$ cat src/rtl/fifo_pkg.sv
// Shared definitions for the single-clock FIFO and its read-side stream engine.
package fifo_pkg;

    localparam int unsigned DEFAULT_DATA_WIDTH = 8;

    // Occupancy of the 2-entry output buffer, 0..2.
    typedef logic [1:0] occ_t;

    typedef logic [DEFAULT_DATA_WIDTH-1:0] word_t;

    // A new read is allowed only while buffered + in-flight words, after this
    // cycle's pop, still leave a free slot.
    function automatic logic has_credit(occ_t occ, logic inflight, logic pop);
        logic [2:0] committed;
        committed = {1'b0, occ} + {2'b00, inflight} - {2'b00, pop};
        return committed < 3'd2;
    endfunction

endpackage

$ cat src/rtl/fifo_stream_reader_if.sv
// FIFO read port plus downstream valid/ready stream seen by fifo_stream_reader.
interface fifo_stream_reader_if import fifo_pkg::*; #(
    parameter int unsigned DATA_WIDTH = DEFAULT_DATA_WIDTH
) ();
    logic [DATA_WIDTH-1:0] fifo_dout;
    logic                  fifo_empty;
    logic                  fifo_read;
    logic                  flush;
    logic [DATA_WIDTH-1:0] out_data;
    logic                  out_valid;
    logic                  out_ready;
    occ_t                  level;

    modport master (
        input  fifo_dout, fifo_empty, flush, out_ready,
        output fifo_read, out_data, out_valid, level
    );

    modport slave (
        output fifo_dout, fifo_empty, flush, out_ready,
        input  fifo_read, out_data, out_valid, level
    );
endinterface

$ cat src/rtl/stream_buf2.sv
// Two-entry circular buffer: push at tail, pop at head, head word always visible.
module stream_buf2 import fifo_pkg::*; #(
    parameter int unsigned DATA_WIDTH = DEFAULT_DATA_WIDTH
) (
    input  logic                  clk,
    input  logic                  rst,
    input  logic                  clear,
    input  logic                  push,
    input  logic [DATA_WIDTH-1:0] push_data,
    input  logic                  pop,
    output occ_t                  occ,
    output logic [DATA_WIDTH-1:0] head_data
);
    logic [DATA_WIDTH-1:0] mem_q [2];
    logic                  head_q, head_d;
    logic                  tail_q, tail_d;
    occ_t                  occ_q, occ_d;

    always_comb begin
        head_d = head_q;
        tail_d = tail_q;
        occ_d  = occ_q;
        if (clear) begin
            head_d = 1'b0;
            tail_d = 1'b0;
            occ_d  = '0;
        end else begin
            if (push) tail_d = ~tail_q;
            if (pop)  head_d = ~head_q;
            occ_d = occ_q + occ_t'(push) - occ_t'(pop);
        end
    end

    always_ff @(posedge clk or negedge rst) begin
        if (!rst) begin
            head_q   <= 1'b0;
            tail_q   <= 1'b0;
            occ_q    <= '0;
            mem_q[0] <= '0;
            mem_q[1] <= '0;
        end else begin
            head_q <= head_d;
            tail_q <= tail_d;
            occ_q  <= occ_d;
            if (push && !clear) mem_q[tail_q] <= push_data;
        end
    end

    assign occ       = occ_q;
    assign head_data = mem_q[head_q];

endmodule

$ cat src/rtl/fifo_stream_reader.sv
// Pops a registered-read FIFO and re-presents its words on a valid/ready stream,
// using a 2-entry buffer and read credits to sustain one word per cycle.
module fifo_stream_reader import fifo_pkg::*; #(
    parameter int unsigned DATA_WIDTH = DEFAULT_DATA_WIDTH
) (
    input logic                  clk,
    input logic                  rst,
    fifo_stream_reader_if.master bus
);
    occ_t occ;
    logic inflight_q, inflight_d;
    logic pop;
    logic capture;
    logic rd;

    // out_ready feeds rd combinationally so a pop frees a credit in the same cycle.
    always_comb begin
        pop        = bus.out_valid & bus.out_ready;
        rd         = !bus.fifo_empty && !bus.flush && has_credit(occ, inflight_q, pop);
        capture    = inflight_q & !bus.flush;
        inflight_d = rd;
    end

    always_ff @(posedge clk or negedge rst) begin
        if (!rst) begin
            inflight_q <= 1'b0;
        end else begin
            inflight_q <= inflight_d;
        end
    end

    stream_buf2 #(
        .DATA_WIDTH (DATA_WIDTH)
    ) u_buf (
        .clk       (clk),
        .rst       (rst),
        .clear     (bus.flush),
        .push      (capture),
        .push_data (bus.fifo_dout),
        .pop       (pop),
        .occ       (occ),
        .head_data (bus.out_data)
    );

    assign bus.fifo_read = rd;
    assign bus.out_valid = (occ != '0);
    assign bus.level     = occ;

endmodule

$ cat src/flat_wrapper.sv
// flat-port wrapper written by rule: the top's interface ports become plain ports
module fifo_stream_reader_flat import fifo_pkg::*;
#(
    parameter int unsigned DATA_WIDTH = DEFAULT_DATA_WIDTH
)
  (clk, rst, bus_fifo_dout, bus_fifo_empty, bus_flush, bus_out_ready, bus_fifo_read, bus_out_data, bus_out_valid, bus_level);
  fifo_stream_reader_if #(.DATA_WIDTH(DATA_WIDTH)) bus_i ();
  input logic clk;
  input logic rst;
  input wire logic [$bits(bus_i.fifo_dout)-1:0] bus_fifo_dout;
  input wire logic [$bits(bus_i.fifo_empty)-1:0] bus_fifo_empty;
  input wire logic [$bits(bus_i.flush)-1:0] bus_flush;
  input wire logic [$bits(bus_i.out_ready)-1:0] bus_out_ready;
  output wire logic [$bits(bus_i.fifo_read)-1:0] bus_fifo_read;
  output wire logic [$bits(bus_i.out_data)-1:0] bus_out_data;
  output wire logic [$bits(bus_i.out_valid)-1:0] bus_out_valid;
  output wire logic [$bits(bus_i.level)-1:0] bus_level;
  assign bus_i.fifo_dout = bus_fifo_dout;
  assign bus_i.fifo_empty = bus_fifo_empty;
  assign bus_i.flush = bus_flush;
  assign bus_i.out_ready = bus_out_ready;
  assign bus_fifo_read = bus_i.fifo_read;
  assign bus_out_data = bus_i.out_data;
  assign bus_out_valid = bus_i.out_valid;
  assign bus_level = bus_i.level;
  fifo_stream_reader #(.DATA_WIDTH(DATA_WIDTH)) u_core (.clk(clk), .rst(rst), .bus(bus_i));
endmodule
$ cat config.mk
export PLATFORM = sky130hd
export DESIGN_NAME = fifo_stream_reader_flat
export DESIGN_NICKNAME = d
export VERILOG_FILES = /design/src/rtl/fifo_pkg.sv /design/src/rtl/fifo_stream_reader_if.sv /design/src/rtl/stream_buf2.sv /design/src/rtl/fifo_stream_reader.sv /design/src/flat_wrapper.sv
export SDC_FILE = /design/constraint.sdc
export NUM_CORES = 1
export LEC_CHECK = 0
export CORE_MARGIN = 10
export CORE_UTILIZATION = 47
export CTS_CLUSTER_DIAMETER = 150
export DETAILED_ROUTE_END_ITERATION = 12
export PLACE_DENSITY = 0.77
export SYNTH_ARGS = -nofsm -noshare
export SYNTH_HDL_FRONTEND = slang
export SYNTH_SLANG_ARGS = --single-unit
$ cat constraint.sdc
create_clock -name clk -period 2.9 [get_ports clk]
set_input_delay 0.725 -clock clk [delete_from_list [all_inputs] [get_ports clk]]
set_output_delay 0.725 -clock clk [all_outputs]
set_load 0.1 [all_outputs]
Word-level counts from Yosys, hierarchy flattened
Index checks and enable logic that the tools add are counted.
{ "word_totals": {"register_bits": 21, "inputBits": 13, "out_inout_bits": 12, "word_cells": 40} }
{ "op_classes": {"add_sub_neg": 4, "magnitude_cmp": 4, "n_mux": 11, "n_bitwise": 6, "reduce_logical": 9} }
{ "op_table": {"columns": ["operator", "n"], "rows": [
  ["8-bit two-way mux", 4],
  ["16-bit bitwise mux", 1],
  ["8-bit demux with 1-bit select", 1],
  ["2-bit nonzero test", 3],
  ["2-bit >= comparator (second input constant)", 2],
  ["1-bit logical AND", 4],
  ["1-bit two-way mux", 4],
  ["1-bit inverter with 2-bit output", 2],
  ["2-bit by 1-bit adder with 3-bit output", 1],
  ["3-bit by 2-bit less-than comparator with 1-bit output (second input constant)", 1],
  ["3-bit by 1-bit subtractor with 3-bit output", 1],
  ["2-bit by 1-bit adder with 2-bit output", 1],
  ["1-bit AND", 2],
  ["1-bit logical NOT", 2],
  ["2-bit by 1-bit less-than comparator with 1-bit output (second input constant)", 1],
  ["2-bit two-way mux", 1],
  ["1-bit inverter", 2],
  ["2-bit by 1-bit subtractor with 2-bit output", 1]
]} }

Logic depth before layout (Yosys ltp)
{ "logic_depth": {"ltp_word": 6, "mapped_depth": 7, "ltp_nobuf": 6} }

Cells and area by module
A second synthesis with hierarchy kept.
{ "hier_totals": {"hier_cells": 68, "hier_area_um2": 1003.5} }
{ "modules_own_cells": {"columns": ["module", "n_inst", "cells_per_inst", "area_per_inst_um2", "seq_area_each_um2"], "rows": [
  ["stream_buf2", 1, 58, 895.9, 500.5],
  ["fifo_stream_reader", 1, 10, 107.6, 25.0]
]} }

Worst setup path after synthesis
OpenSTA, ideal clock, no wires.
{ "synth_path": {"path_kind": "flip-flop to output port", "start": "reg u_core.u_buf.occ_q[1], in the netlist u_core.u_buf.occ[1]", "end": "out bus_fifo_read", "arrival_ns": 5.405, "t_required_ns": 2.175, "slack_ns": -3.230, "stages_incl_launch_ff": 7, "path_buffers": 0, "cell_sequence": "dfrtp_1 -> o21a_1 -> ha_1 -> nand2b_1 -> fa_1 -> xor2_1 -> nor4b_1"} }
{ "synth_between": {"elab_chain_len": 5, "word_cells_on_any_way": 6, "cone_classes": "2 x add/sub; 1 x order compare; 1 x bitwise; 2 x reduce/logical"} }
{ "synth_lines": {"columns": ["item", "line_no", "rtl"], "rows": [
  ["from (decl)", "stream_buf2.sv:17", "occ_t occ_q, occ_d;"],
  ["from (signal assigned)", "stream_buf2.sv:38", "occ_q <= '0;"],
  ["from (signal assigned)", "stream_buf2.sv:44", "occ_q <= occ_d;"],
  ["parallel branches: the longest is 2 deep, another holds 2-bit by 1-bit adder with 3-bit output", null, null],
  ["3-bit by 1-bit subtractor with 3-bit output *", "fifo_pkg.sv:15", "committed = {1'b0, occ} + {2'b00, inflight} - {2'b00, pop};"],
  ["3-bit by 2-bit less-than comparator with 1-bit output *", "fifo_pkg.sv:16", "return committed < 3'd2;"],
  ["1-bit logical AND *", "fifo_stream_reader.sv:19", "rd = !bus.fifo_empty && !bus.flush && has_credit(occ, inflight_q, pop);"],
  ["to (decl)", "flat_wrapper.sv:14", "output wire logic [$bits(bus_i.fifo_read)-1:0] bus_fifo_read;"]
]} }
Every way passes the cells marked *.

Worst setup path in the final report
{ "layout_path": {"start": "reg u_core.u_buf.occ_q[0], in the netlist u_core.u_buf.occ[0]", "end": "out bus_fifo_read"} }
Same word-level chain as after synthesis.

==> flow_summary.json <==
{
  "synth_nets": 86,
  "maxCapViolations": 0,
  "yosys_warnings": 0,
  "wl_um": 1970,
  "wl_per_cell_um": 15.2,
  "synthToLayoutAreaGrowth_pct": 35.3,
  "htreeDepth": 1,
  "dp.cells": 124,
  "post_dp_cell_area_mm2": 0.00133,
  "dpl.hpwl_um": 1510,
  "slew_headroom_pct": 50.3,
  "violations": "negative setup slack",
  "dr.pass1.iters": 4,
  "r2r_cells": 7,
  "grtUsageMet2_pct": 17.5,
  "ant_nets": 0,
  "antenna_cells": 0,
  "cts.sinks": 21,
  "ys_top_cells_by_area": "dfrtp_1, mux2_2, ha_1",
  "clkTransAtPathRegs_ns": 0.11,
  "drc": 0,
  "place_congestion": 0.724,
  "antenna_found_initial": 0,
  "required_ns": 2.17,
  "utilization_pct": 68.6,
  "ios": 25,
  "cts_made_buffers": 3,
  "finalInstanceArea_mm2": 0.00137,
  "layout_commonest_cell": "mux2_2",
  "final_cell_mix": "mux2_2, dfrtp_1, buf_4",
  "ys_ff_latch": 21,
  "grt_max_degree": 18,
  "grt_util_met1_pct": 10.6,
  "vias": 638,
  "drive_gt1_share_pct": 55.9,
  "fin_skew_ns": 0.00580,
  "track_usage_pct": 9.68,
  "ys_seq_area_share_pct": 51.8,
  "setup_slack_ns": -0.323,
  "clkLatencyLatePin_ns": 0.29,
  "outcome": "finished, violations left",
  "min_period_ns": 3.22,
  "setup_viol": 1,
  "max_freq_mhz": 310,
  "dieArea_mm2": 0.00442,
  "hold_class": "reg -> reg",
  "instances_no_fill": 129,
  "rrSetupSlack_ns": 0.70,
  "layout.nets": 120,
  "whs_path_depth": 1,
  "period_share_pct": 111,
  "synth_area_leader_cell": "dfrtp_1",
  "grt.overflow.total": 0,
  "initial_utilization_pct": 50.7,
  "synth_top_area_share_pct": 51.8,
  "grt_use_met3_pct": 3.18,
  "grt_pass1_vias": 746,
  "grt_pass1_wl_um": 3390,
  "grt.busiest_layer": "met2",
  "crit_path_end_kind": "output pin",
  "fp.coreArea_mm2": 0.00200,
  "synth_area_per_cell_um2": 14.7,
  "path_max_fanout": 2,
  "die_x_um": 66.5,
  "rows": 16,
  "ctsHoldBuffers": 0,
  "worstPathArrival_ns": 2.50,
  "cts_tree": "built",
  "netlist_area_mm2": 0.00101,
  "cts_root_buffer": "clkbuf_4",
  "io_buffers": 24,
  "rsz0062_at_grt": "yes",
  "finalHoldViolCount": 0,
  "syn_inst": 69,
  "synth_cell_types": 19,
  "start_kind": "flip-flop",
  "crit_type": "reg -> out",
  "drtIter0Drc": 20,
  "final_max_slew_viol_count": 0,
  "worst_pin_slew_ns": 0.743,
  "die_y_um": 66.5,
  "avgViaCountPerCell": 4.95,
  "cts_buffer_depth": 2
}
## area by class of cell
cell class | instances | area (um^2)
Fill cell | 151 | 629
Timing Repair Buffer | 31 | 270
Sequential cell | 21 | 533
Inverter | 2 | 7.51
Multi-Input combinational cell | 44 | 502
Clock buffer | 4 | 26.3
Tap cell | 27 | 33.8
## flip-flops by register name (all words and copies together) (netlist names)
signal               cells
u_core.u_buf.tail_q      1
u_core.u_buf.occ         2
u_core.u_buf.mem_q      16
u_core.u_buf.head_q      1
u_core.inflight_q        1
## logic make-up (layout without fill, tap and decap cells)
kind of cell / count (synthesis) / after routing / synth area share [%]
flip-flops: 21 / 21 / 51.8
AND/OR/NAND/NOR: 11 / 11 / 8.14
buffers and inverters: 4 / 37 / 1.97
adder cells (fa/ha/maj): 4 / 4 / 5.67
XOR/XNOR: 3 / 3 / 3.95
AO/OA/AOI/OAI: 1 / 1 / 0.740
multiplexers: 25 / 25 / 27.7
## path summary, 6_finish.rpt
| kind | from | end |
|---|---|---|
| max | u_core.u_buf.occ[0] | bus_fifo_read |
| min | u_core.u_buf.mem_q[2] | u_core.u_buf.mem_q[2] |
| max reg2reg | u_core.u_buf.occ[0] | u_core.inflight_q |
| min reg2reg | u_core.u_buf.mem_q[2] | u_core.u_buf.mem_q[2] |
| max in group asynchronous | rst | u_core.u_buf.mem_q[0] |
| min in group asynchronous | rst | u_core.u_buf.mem_q[12] |
## per-layer routing
metal / part of all wire (%) / wire length [um]
met1: 42 / 819
met2: 53 / 1040
met3: 5.1 / 101
met4: 0.41 / 8
met5: 0 / 0
## stage by stage
step | TNS (ns) | worst slack, ns | hold slack, ns
floorplan | -0.989 | -0.739 | 0.429
global placement | -0.551 | -0.551 | 0.481
detailed placement | -0.620 | -0.620 | 0.492
CTS | -0.342 | -0.342 | 0.519
global route | -0.430 | -0.430 | 0.534
finish | -0.323 | -0.323 | 0.514
## Yosys cell counts, drive strengths merged
library cell  number
xnor3              1
inv                2
nand2b             1
xnor2              1
or2                1
nor2               3
buf                2
dfrtp             21
nor4b              1
mux2              25
nor3b              1
nand3b             1
ha                 3
nor2b              2
o21a               1
or2b               1
fa                 1
xor2               1
## worst max-delay path, stage by stage, from the launching register on
cell and delay (ns):
dfrtp_4 0.49, o21a_1 0.21, ha_1 0.29, nand2b_4 0.15, fa_2 0.34, xor2_2 0.17, nor4b_4 0.35, buf_12 0.22
## repair_timing
action,4_1_cts,5_1_grt
hold endpoints to repair,0,0
buffers inserted,1,0
pin swaps,5,5
resized for setup,5,0
endpoints found under the setup margin,1,1
Power is left out: the tool's default activity adds up to more than one toggle a clock period on the data nets, which glitch-free logic cannot reach.
